==> config.mk <==
export PLATFORM = sky130hd
export DESIGN_NAME = rr_mux_arbiter
export DESIGN_NICKNAME = d
export VERILOG_FILES = /design/src/rtl/rr_mux_arbiter.sv
export SDC_FILE = /design/constraint.sdc
export NUM_CORES = 1
export LEC_CHECK = 0
export CAP_MARGIN = 20
export CORE_UTILIZATION = 32
export CTS_CLUSTER_DIAMETER = 80
export DETAILED_ROUTE_END_ITERATION = 12
export GPL_TIMING_DRIVEN = 0
export PLACE_DENSITY = 0.93
export SYNTH_ARGS = -nofsm -noshare
export SYNTH_HDL_FRONTEND = slang
export SYNTH_SLANG_ARGS = --single-unit
==> constraint.sdc <==
create_clock -name clk -period 4.18 [get_ports clk]
set_clock_uncertainty 0.1 [all_clocks]
set_input_delay 0.418 -clock clk [delete_from_list [all_inputs] [get_ports clk]]
set_output_delay 0.418 -clock clk [all_outputs]
set_load 0.02 [all_outputs]
==> src/rtl/rr_mux_arbiter.sv <==
// rr_mux_arbiter
//   Round-robin packet arbiter in front of a shared valid/ready channel.
//   One requester owns the channel from its first beat until its last beat
//   transfers; a one-cycle arbitration bubble separates every pair of packets.
//
// Ports
//   clk        sole clock, rising edge
//   rst_n      asynchronous active-low reset
//   in_valid   per-requester beat valid            [N_REQ]
//   in_data    per-requester data, requester i at  [i*DATA_W +: DATA_W]
//   in_last    per-requester end-of-packet         [N_REQ]
//   in_ready   per-requester accept (one-hot or 0) [N_REQ]
//   out_valid  shared-channel beat valid
//   out_data   shared-channel data
//   out_last   shared-channel end-of-packet
//   out_ready  downstream accept
//   grant_id   current owner, meaningful only while busy
//   busy       a packet owns the channel
//
// state | meaning
// ------+--------------------------------------------------------------
// IDLE  | no owner; arbitrate among valid requesters, nothing transfers
// OWN   | grant_id owns the channel until its last beat transfers
module rr_mux_arbiter #(
  parameter int DATA_W = 8,
  parameter int N_REQ  = 4
) (
  input  logic                      clk,
  input  logic                      rst_n,
  input  logic [N_REQ-1:0]          in_valid,
  input  logic [N_REQ*DATA_W-1:0]   in_data,
  input  logic [N_REQ-1:0]          in_last,
  output logic [N_REQ-1:0]          in_ready,
  output logic                      out_valid,
  output logic [DATA_W-1:0]         out_data,
  output logic                      out_last,
  input  logic                      out_ready,
  output logic [1:0]                grant_id,
  output logic                      busy
);

  typedef enum logic {
    IDLE = 1'b0,
    OWN  = 1'b1
  } state_t;

  state_t     state, next_state;
  logic [1:0] last_grant, last_grant_next;
  logic [1:0] grant_next;
  logic [1:0] win_id;
  logic [1:0] cand;
  logic       win_found;

  // Cyclic search starting just after the previous owner; the offset of
  // N_REQ wraps back onto last_grant itself, so it is tried last.
  always_comb begin
    win_found = 1'b0;
    win_id    = last_grant;
    cand      = last_grant;
    for (int i = 1; i <= N_REQ; i++) begin
      cand = last_grant + 2'(i);
      if (!win_found && in_valid[cand]) begin
        win_found = 1'b1;
        win_id    = cand;
      end
    end
  end

  always_ff @(posedge clk or negedge rst_n) begin
    if (!rst_n) begin
      state      <= IDLE;
      grant_id   <= 2'd0;
      last_grant <= 2'd3;
    end else begin
      state      <= next_state;
      grant_id   <= grant_next;
      last_grant <= last_grant_next;
    end
  end

  always_comb begin
    next_state      = state;
    grant_next      = grant_id;
    last_grant_next = last_grant;
    out_valid       = 1'b0;
    out_last        = 1'b0;
    out_data        = '0;
    in_ready        = '0;
    busy            = 1'b0;
    case (state)
      IDLE: begin
        if (win_found) begin
          next_state = OWN;
          grant_next = win_id;
        end
      end
      OWN: begin
        busy               = 1'b1;
        out_valid          = in_valid[grant_id];
        out_last           = in_last[grant_id];
        out_data           = in_data[grant_id*DATA_W +: DATA_W];
        in_ready[grant_id] = out_ready;
        // Only the owner's final beat releases the channel.
        if (in_valid[grant_id] && out_ready && in_last[grant_id]) begin
          next_state      = IDLE;
          last_grant_next = grant_id;
        end
      end
      default: next_state = IDLE;
    endcase
  end

endmodule

# Word-level counts from Yosys, hierarchy flattened
# Cells that the tools add are included.
[classes]
add_sub_neg = 3
order_cmp = 6
shifts = 1
muxes = 30
bitwise_logic = 2
n_reduce_logical = 11
[ops]
columns = ["operator", "count"]
rows = [
  ["$shiftx A32 B6 Y8", 1],
  ["$mux W1", 16],
  ["$lt A2 B3 Y1 const B", 5],
  ["$bmux W1 S2", 6],
  ["$mux W2", 4],
  ["$mux W8", 1],
  ["$logic_and A1 B1 Y1", 6],
  ["$add A2 B2 Y2 const B", 2],
  ["$and A4 B4 Y4", 1],
  ["$mux W4", 1],
  ["$reduce_and A2 Y1", 2],
  ["$logic_not A1 Y1", 3],
  ["$add A2 B1 Y2 const B", 1],
  ["$demux W1 S2", 1],
  ["$ge A2 B1 Y1 const B", 1],
  ["$pmux W1 S2", 1],
  ["$not A1 Y1", 1],
]
[word_totals]
register_bits = 5
output_inout_bits = 17
word_cells = 56

# Depth between registers and ports, before layout
[depth]
depth_word = 15
ltp_mapped = 5
mapped_depth_nobuf = 3

# Worst setup path after synthesis
# OpenSTA, ideal clock, no wires.
[synth_path]
path_kind = "reg2out"
from = "register grant_id[0]"
to = "output port out_data[0]"
arrival_ns = 1.458
required_ns = 3.662
setup_slack_ns = 2.204
stages_incl_launch_ff = 5
path_cell_list = "dfrtp_1 > buf_6 > buf_6 > mux4_2 > and2_1"
[synth_via]
elab_chain_len = 2
[synth_lines]
columns = ["element", "line", "rtl"]
rows = [
  ["start: declaration", "38", "output logic [1:0] grant_id,"],
  ["start signal: assignment", "76", "grant_id <= grant_next;"],
  ["$shiftx A32 B6 Y8", "101", "out_data = in_data[grant_id*DATA_W +: DATA_W];"],
  ["$mux W8", "90", "case (state)"],
  ["end: declaration", "35", "output logic [DATA_W-1:0] out_data,"],
]
# No other way between the ends.

# Worst setup path in the final report
[layout_path]
from = "register grant_id[1]"
to = "output port out_data[5]"
# The elaborated chain is that of the path after synthesis.

==> impl_metrics.ini <==
[status]
result_of_the_run = completed

[placement]
portBuffers = 59
dp_hpwl_mm = 1.99
gp_congestion = 0.844

[clocking]
worst_setup_hold_path_clk_slew_ns = 0.05
post_cts_setup_driven_buffer_insertion_count = 0
root_buffer = clkbuf_4
clock_insertion_delay_worst_skew_ns = 0.25
clock-sinks = 5
clock_tree_from_tritoncts = built
cts.hold.buffers_added = 0
numCtsBuffers = 3
htreeDepth = 1
post_cts_resize_count = 0
clk_path_buf_depth = 2

[synth]
syn_area_um2 = 641
synth_sequential_area_ratio = 0.199
yosysTopAreaCell = mux4_2
synth.area.mux_share = 0.387
number_of_warnings_issued_by_yosys = 0
synthArstFlopShare = 1.00
synth_enable_flop_cells = 0
largest_family_of_logic_cells_by_synthesized_area = multiplexers
syn-mean-instance-area_um2 = 10.7
post_synth_main_area_contributors = mux4_2 (35%), dfrtp_1 (12%), and2_1 (9.8%), dfstp_2 (8.2%), buf_6 (5.3%)
compound_gate_portion_of_the_synthesized_area = 0.0996
synth_xor_area_frac = 0
syn-instance-count = 60
netlist_top_cells_count = and2_1 (10), mux4_2 (10), nor2_1 (5)
postSynthNetCount = 103
synth.distinct_cells = 23
synth_simple_gate_area_share = 0.227
post_synth_fa_ha_maj_area_fraction = 0
postSynthRegisterBits = 5
synth_top_area_frac = 0.352
synth_top_flop_cell = dfrtp_1

[worst_hold_path]
min_path_type = in -> async

[routing]
met2_wirelength_mm = 1.20
wl_per_cell_um = 16.6
drt_pre_antenna_iters = 4
remaining_drc_errors = 0
route.met3.wl_um = 327
vias = 744
met1_length_um = 921
routed.top_layer = met3
detail_route.iter0.violations = 12
detail_route.vias_per_cell = 5.03
drt.antenna.violating_nets = 0
routed_wl_mm = 2.45

[die]
dieArea_mm2 = 0.00218
die_h_um = 46.7
starting_density_of_the_core = 0.356
design.core.area_mm2 = 0.00180
std_cell_rows = 15
die-width_um = 46.7
io-pin-count = 60

[global_routing]
grt_first_pass_wirelength_mm = 3.41
pin_count_of_the_biggest_net_entering_global_routing = 11
grt_antenna_before_repair = 0
total_routing_resource_utilization_after_global_routing = 0.224
grt-ovfl-total = 0
first_global_vias = 696

[setup_path]
crit_path_end_kind = output pin
cp.arrival_ns = 2.20
critical_path.max_fanout = 10
worst_setup_path_start_kind = register
critical_path_required_ns = 3.66
critical_path_class = reg -> out

[timing]
setup_repair_after_global_routing_missed_its_margin = no
worstMarginPinSlew_ns = 0.655
fin_tns_setup_ns = 0
final.period_utilization = 0.651
final_number_of_hold_violating_endpoints = 0
timing.slew.headroom = 0.559
finalCriticalPeriod_ns = 2.72
final_max_slew_viol_count = 0
worst_hold_slack_ns = 0.293
setup-violations-final = 0
maxClockFrequency_mhz = 368

[cells_and_area]
fillers = 122
multi_input_comb_area_um2 = 457
antenna_cells = 0
area_growth_syn_to_layout_pct = 101
post_route_cells_drive_above_1_share = 0.163
seqCellArea_um2 = 128
fin_nets = 167

[job]
max-cap-violations = 0

[pwr]
power_leakage_nw = 0.493
ir_worst_vdd_v = 0.000319
power_density_mw_per_mm2 = 597
## worst paths after layout
check	slack, ns	start	cells after the start	to
min in group clk	0.49	last_grant[0]$_DFFE_PN1P_	2	grant_id[1]$_DFFE_PN0P_
min reg2reg	0.49	last_grant[0]$_DFFE_PN1P_	2	grant_id[1]$_DFFE_PN0P_
max	1.46	grant_id[1]$_DFFE_PN0P_	5	out_data[5]
max reg2reg	2.48	grant_id[0]$_DFFE_PN0P_	4	last_grant[1]$_DFFE_PN1P_
max in group asynchronous	3.42	rst_n	1	last_grant[1]$_DFFE_PN1P_
min	0.29	rst_n	1	grant_id[1]$_DFFE_PN0P_
## metrics by stage
stage	instances	setup slack, ns	power (mW)	cell area (µm²)	utilization
6_report	148	1.46	0.770	1290	0.715
5_1_grt	148	1.36	0.819	1290	0.715
2_1_floorplan	60	2.20	0.467	641	-
3_5_place_dp	144	1.51	0.717	1260	0.701
3_3_place_gp	144	1.54	0.700	1260	0.701
4_1_cts	148	1.45	0.779	1290	0.715
## layout by cell type, fill, tap and decap left out
cell and count:
clkbuf_1 4, clkbuf_4 3, clkdlybuf4s50_1 59, nor4_1 1, mux4_2 10, o21ai_0 1, o41ai_1 1, nand2_1 3
a41oi_1 1, dfrtp_1 3, or3_1 1, o21a_1 1, inv_1 3, a21boi_1 1, buf_6 3, nand4_2 1
nor3_1 2, nand2b_1 2, dfstp_2 2, mux2_1 2, nand3_1 1, and2_1 10, o221a_2 1, nor2_1 5
a21o_1 2
## power by group
part	switching [mW]	internal, mW	total [mW]	leakage (nW)
sequential	0.0210	0.0774	0.0984	0.0536
clock	0.0211	0.0362	0.0573	0.0150
combinational	0.275	0.339	0.614	0.425
total	0.317	0.453	0.770	0.493
## cell families after synthesis
family / count (synthesis)
and+or+nand+nor: 26
muxes: 12
buffers and inverters: 9
AOI/OAI and AO/OA: 8
DFF: 5
## critical path, stage by stage (launching register included)
cell and delay (ns):
dfrtp_1 0.36, buf_6 0.13, clkbuf_1 0.38, mux4_2 0.37, and2_1 0.17, clkdlybuf4s50_1 0.54
## state kept, by name (all words and copies together) (netlist names)
name,count
grant_id,2
last_grant,2
state,1
## routing by layer
metal,up-vias,track usage
li1,354,-
met1,354,0.250
met2,36,0.414
met3,0,0.0923
met4,0,0.0171
met5,-,0
## layout make-up
cell class / instances / area share
multi-input cells: 46 / 0.354
repair buffers: 59 / 0.458
clock buffers: 4 / 0.0204
flip-flops and latches: 5 / 0.0990
inverters: 3 / 0.00874
plain buffers: 6 / 0.0350
well taps: 25 / 0.0243
No activity file was read; power rests on OpenSTA's default activity.
